==> src/rtl/dm_cache_controller.sv <==
// Direct-mapped, write-through, no-write-allocate cache controller.
// Sits between the CPU load/store stage and a block-read data memory that
// returns a 4-word line per read and accepts one word per write.
// Optional build macro: CACHE_STATS_EN adds hit/miss/write event counters.
module dm_cache_controller #(
    parameter int unsigned NUM_LINES   = 4,
    parameter int unsigned MEM_LATENCY = 2
) (
    input  logic         clk,
    input  logic         reset,
    input  logic         cpu_req,
    input  logic         cpu_we,
    input  logic [31:0]  cpu_addr,
    input  logic [31:0]  cpu_wdata,
    output logic [31:0]  cpu_rdata,
    output logic         cpu_ready,
    output logic [31:0]  mem_address,
    output logic [31:0]  mem_write_data,
    output logic         mem_write,
    output logic         mem_read,
    input  logic [127:0] mem_read_data
`ifdef CACHE_STATS_EN
    ,
    output logic [31:0]  hit_count,
    output logic [31:0]  miss_count,
    output logic [31:0]  write_count
`endif
);

    localparam int unsigned IDX  = $clog2(NUM_LINES);
    localparam int unsigned TagW = 30 - IDX;
    localparam int unsigned CntW = $clog2(MEM_LATENCY + 1);

    typedef enum logic [1:0] {StIdle, StFetch, StWrite, StResp} stateT;

    stateT            stateQ, stateD;
    logic [CntW-1:0]  cntQ, cntD;

    logic [NUM_LINES-1:0] validQ;
    logic [TagW-1:0]      tagQ  [NUM_LINES];
    logic [31:0]          dataQ [NUM_LINES][4];

    logic [31:0] rdataQ;
    logic [31:0] memAddrQ;
    logic [31:0] memWdataQ;

    logic [1:0]      offset;
    logic [IDX-1:0]  index;
    logic [TagW-1:0] tag;
    logic            hit;
    logic            acceptLoadHit;
    logic            acceptLoadMiss;
    logic            acceptStore;
    logic            fillNow;
    logic [31:0]     fetchWord;

    assign offset = cpu_addr[1:0];
    assign index  = cpu_addr[IDX+1:2];
    assign tag    = cpu_addr[31:IDX+2];
    assign hit    = validQ[index] && (tagQ[index] == tag);

    assign acceptLoadHit  = (stateQ == StIdle) && cpu_req && !cpu_we && hit;
    assign acceptLoadMiss = (stateQ == StIdle) && cpu_req && !cpu_we && !hit;
    assign acceptStore    = (stateQ == StIdle) && cpu_req && cpu_we;
    // Last FETCH cycle: memory line is valid and gets installed on this edge
    assign fillNow        = (stateQ == StFetch) && (cntQ == CntW'(1));

    // Pick the requested word out of the returned line (word0 is the MSW)
    always_comb begin
        fetchWord = mem_read_data[127:96];
        unique case (offset)
            2'd0: fetchWord = mem_read_data[127:96];
            2'd1: fetchWord = mem_read_data[95:64];
            2'd2: fetchWord = mem_read_data[63:32];
            2'd3: fetchWord = mem_read_data[31:0];
            default: fetchWord = mem_read_data[127:96];
        endcase
    end

    // State and latency counter registers
    always_ff @(posedge clk) begin
        if (reset) begin
            stateQ <= StIdle;
            cntQ   <= '0;
        end else begin
            stateQ <= stateD;
            cntQ   <= cntD;
        end
    end

    // Next-state and counter logic
    always_comb begin
        stateD = stateQ;
        cntD   = cntQ;
        unique case (stateQ)
            StIdle: begin
                if (cpu_req) begin
                    if (!cpu_we && hit) begin
                        stateD = StResp;
                    end else begin
                        cntD   = CntW'(MEM_LATENCY);
                        stateD = cpu_we ? StWrite : StFetch;
                    end
                end
            end
            StFetch, StWrite: begin
                cntD = cntQ - CntW'(1);
                if (cntQ == CntW'(1)) begin
                    stateD = StResp;
                end
            end
            StResp:  stateD = StIdle;
            default: stateD = StIdle;
        endcase
    end

    // Strobes decode from state only; address/data hold when no strobe is active
    always_comb begin
        mem_read       = (stateQ == StFetch);
        mem_write      = (stateQ == StWrite);
        cpu_ready      = (stateQ == StResp);
        mem_address    = memAddrQ;
        mem_write_data = memWdataQ;
        if (stateQ == StFetch) begin
            mem_address = {cpu_addr[31:2], 2'b00};
        end else if (stateQ == StWrite) begin
            mem_address    = cpu_addr;
            mem_write_data = cpu_wdata;
        end
    end

    assign cpu_rdata = rdataQ;

    // Valid bits, load data and held memory-side outputs
    always_ff @(posedge clk) begin
        if (reset) begin
            validQ    <= '0;
            rdataQ    <= '0;
            memAddrQ  <= '0;
            memWdataQ <= '0;
        end else begin
            memAddrQ  <= mem_address;
            memWdataQ <= mem_write_data;
            if (acceptLoadHit) begin
                rdataQ <= dataQ[index][offset];
            end else if (fillNow) begin
                rdataQ        <= fetchWord;
                validQ[index] <= 1'b1;
            end
        end
    end

    // Tag and data arrays: line fill on miss, word update on store hit
    always_ff @(posedge clk) begin
        if (!reset) begin
            if (fillNow) begin
                tagQ[index]     <= tag;
                dataQ[index][0] <= mem_read_data[127:96];
                dataQ[index][1] <= mem_read_data[95:64];
                dataQ[index][2] <= mem_read_data[63:32];
                dataQ[index][3] <= mem_read_data[31:0];
            end else if (acceptStore && hit) begin
                dataQ[index][offset] <= cpu_wdata;
            end
        end
    end

`ifdef CACHE_STATS_EN
    logic [31:0] hitCntQ, missCntQ, writeCntQ;

    // Event counters, bumped on the edge that accepts each request
    always_ff @(posedge clk) begin
        if (reset) begin
            hitCntQ   <= '0;
            missCntQ  <= '0;
            writeCntQ <= '0;
        end else begin
            if (acceptLoadHit)  hitCntQ   <= hitCntQ + 32'd1;
            if (acceptLoadMiss) missCntQ  <= missCntQ + 32'd1;
            if (acceptStore)    writeCntQ <= writeCntQ + 32'd1;
        end
    end

    assign hit_count   = hitCntQ;
    assign miss_count  = missCntQ;
    assign write_count = writeCntQ;
`endif

endmodule
==> config.mk <==
export PLATFORM = sky130hd
export DESIGN_NAME = dm_cache_controller
export DESIGN_NICKNAME = d
export VERILOG_FILES = /design/src/rtl/dm_cache_controller.sv
export SDC_FILE = /design/constraint.sdc
export NUM_CORES = 1
export LEC_CHECK = 0
export CAP_MARGIN = 10
export CORE_UTILIZATION = 50
export DETAILED_ROUTE_END_ITERATION = 12
export PLACE_DENSITY_LB_ADDON = 0.25
export SETUP_SLACK_MARGIN = 0.4
export SLEW_MARGIN = 30
export SYNTH_ARGS = -nofsm -noshare
export SYNTH_HDL_FRONTEND = slang
export SYNTH_SLANG_ARGS = --single-unit
==> constraint.sdc <==
create_clock -name clk -period 5 [get_ports clk]
set_input_delay 1 -clock clk [delete_from_list [all_inputs] [get_ports clk]]
set_output_delay 1 -clock clk [all_outputs]
set_load 0.02 [all_outputs]
==> run metrics <==
routed len/inst 27.6 um; core area 61600 um2; chain of cells forming the critical path inv_1 -> ha_1 -> nor2b_4 -> buf_12 -> buf_4 -> mux2_2 -> clkdlybuf4s50_1; FMAX 248 MHz; Clk network pwr share 0.375; vias in the first global route 17800; drt pass-1 iters 5; IO Port Bufs 294; unrepaired setup endpoints after global routing false; Synth warnings 0; cts repair resizes 0; Final Max Tran Viols 0; EDFF count, synth 624; Sw Ratio 0.244; non-filler cells, final 2899; Lkg Pwr 12.4 nW; CP top delay family buffers and inverters; worst setup path class reg2out; final worst slack 0.973 ns; layout cell share with drive strength beyond 1 0.309; hold-fix buffers at CTS 0; Req. time, crit path 4.00 ns; Ports 295; area delta synth->final 22.1%; max_slew headroom 0.463; Syn Inst Count 1669; Starting Density 0.505; Max Root-Sink Buffers 3; final cell utilization of the core 0.616; number of setup buffers added after CTS 0; DR vias 17300; max-cap viol count 0; Int Pwr 11.3 mW; Clock transition at path regs 0.06 ns; CP endpoint kind output pin; Post-Syn Nets 1871; row count 91; dpl hpwl 51200 um; Slew @ Worst Pin 0.805 ns; Die Span Y 251 um; Synth cell types 60; fin nets 2201; Synth Register Bits 728; DRC Markers 0; CTS tree yes; first-pass GRT wire length 117000 um; register area share after synthesis 0.670; slowest CP cell clkdlybuf4s50_1; Clk Tree Root Cell clkbuf_16; Critical Path AT 3.03 ns; CP bufs+invs 4; full die area 63200 um2; placed cells 2749; hold crit path type reg2reg; endpoints failing hold 0; # setup viols final 0; largest net degree at the start of global routing 82; final RePlAce weighted congestion 0.779; Tcrit/Tclk final 0.805; VDD IR max 262 uV; status completed; pwr/cell area 393 nW/um2; number of CTS-inserted buffers 78; Clk Latency, worst-skew pair 0.62 ns; syn avg cell area 18.6 um2; Clock Skew 0.0176 ns; Sink Count 728; Initial DRC Count 1636; htree depth 3; crit-path max FO 15; combinational share of power 0.170; ys async rst share 0; Flop pwr share 0.455; prevailing post-synth register cell edfxtp_1; Critical Path Max Stage Delay 0.60 ns; net switching power 3.64 mW; reg2reg setup slack 1.45 ns; crit start category flip-flop; Routed Antenna Nets 0; Place WS 0.461 ns; via density per instance 5.98; Netlist Area Pre-Place 31100 um2; initial antenna violation count 4; Die X-Extent 251 um; fin crit period 4.03 ns; WL final 80000 um; total gr overflow 0; Tot GR Track Use 0.258
## cell usage after synthesis, types with 15 or more instances
| library cell | count | area, um2 |
|---|---|---|
| a21oi_1 | 55 | 275 |
| mux4_2 | 205 | 4620 |
| mux2_2 | 195 | 2200 |
| xnor2_1 | 15 | 131 |
| buf_1 | 17 | 63.8 |
| nand3_1 | 37 | 185 |
| dfxtp_1 | 104 | 2080 |
| nor2b_1 | 97 | 607 |
| mux2_4 | 21 | 315 |
| edfxtp_1 | 624 | 18700 |
| clkbuf_1 | 74 | 278 |
| mux2i_1 | 34 | 340 |
| nand2_1 | 48 | 180 |
## worst reg2reg max path, delay by kind of cell, from the launching register on
family / cells / cell delay, ns
muxes: 1 / 0.41
DFF: 1 / 0.37
adders and majority gates: 1 / 0.27
and+or+nand+nor: 4 / 1.70
buffers and inverters: 2 / 0.52
## state kept, by name (all words and copies together) (netlist names)
name / count
cntQ: 2
cpu_rdata: 32
dataQ: 512
memAddrQ: 32
memWdataQ: 32
stateQ: 2
tagQ: 112
validQ: 4
## per-stage QoR
step,cell area [um2],total power [mW],hold slack (ns),TNS [ns]
global route,38000,15.4,0.504,0
floorplan,31100,8.34,0.433,-44.53
CTS,37900,15.0,0.471,0
global placement,35400,9.37,0.451,0
detailed placement,35400,9.41,0.457,0
finish,38000,14.9,0.473,0
## metal layers
metal  global-route usage  vias to the layer above  part of all wire
met4               0.0838                        2             0.025
met3               0.0626                      111             0.087
li1                     -                     7417                 -
met5                    0                        -           0.00016
met1                0.341                     8994              0.39
met2                0.421                      803              0.50
## logic make-up after synthesis
kind of cell	Yosys count	share of synthesized area
AO/OA/AOI/OAI	95	0.0189
XOR/XNOR	23	0.00648
multiplexers	461	0.242
AND/OR/NAND/NOR	235	0.0432
buffers and inverters	121	0.0169
flip-flops	728	0.670
adder cells (fa/ha/maj)	6	0.00241
## placed cells by master (no fill, tap or decap), types with 16 or more instances in the layout
cell type        instances
mux2_4                  21
nor2b_1                 96
clkdlybuf4s50_1        289
nand2_1                 47
a21oi_1                 39
buf_4                   55
nand3_1                 37
mux2i_1                 34
dfxtp_1                104
clkbuf_1                23
a21oi_4                 16
edfxtp_1               624
mux4_2                 205
clkbuf_16               80
mux2_2                 195
## power by group through the flow
| stage | logic (mW) | registers (mW) | clock network (mW) |
|---|---|---|---|
| final | 2.53 | 6.79 | 5.59 |
| after global routing | 2.68 | 6.81 | 5.91 |
| after CTS | 2.51 | 6.80 | 5.69 |
| after detailed placement | 2.49 | 6.92 | 0 |
| after global placement | 2.45 | 6.91 | 0 |
| after floorplan | 1.42 | 6.92 | 0 |
## cell type report
type	count	area [um2]
well taps	837	1050
clock buffers	108	2160
multi-input cells	820	9980
flip-flops and latches	728	20800
inverters	12	45.0
diodes	1	2.50
repair buffers	359	3590
clock inverters	34	318
fillers	4367	23600
## path summary, 6_finish.rpt
path | start | end | cells after the start
max | stateQ[0] | mem_write_data[31] | 7
min | validQ[3] | validQ[3] | 2
max reg2reg | stateQ[1] | dataQ[3][81] | 8
min reg2reg | validQ[3] | validQ[3] | 2
(Power assumes the default switching activity.)
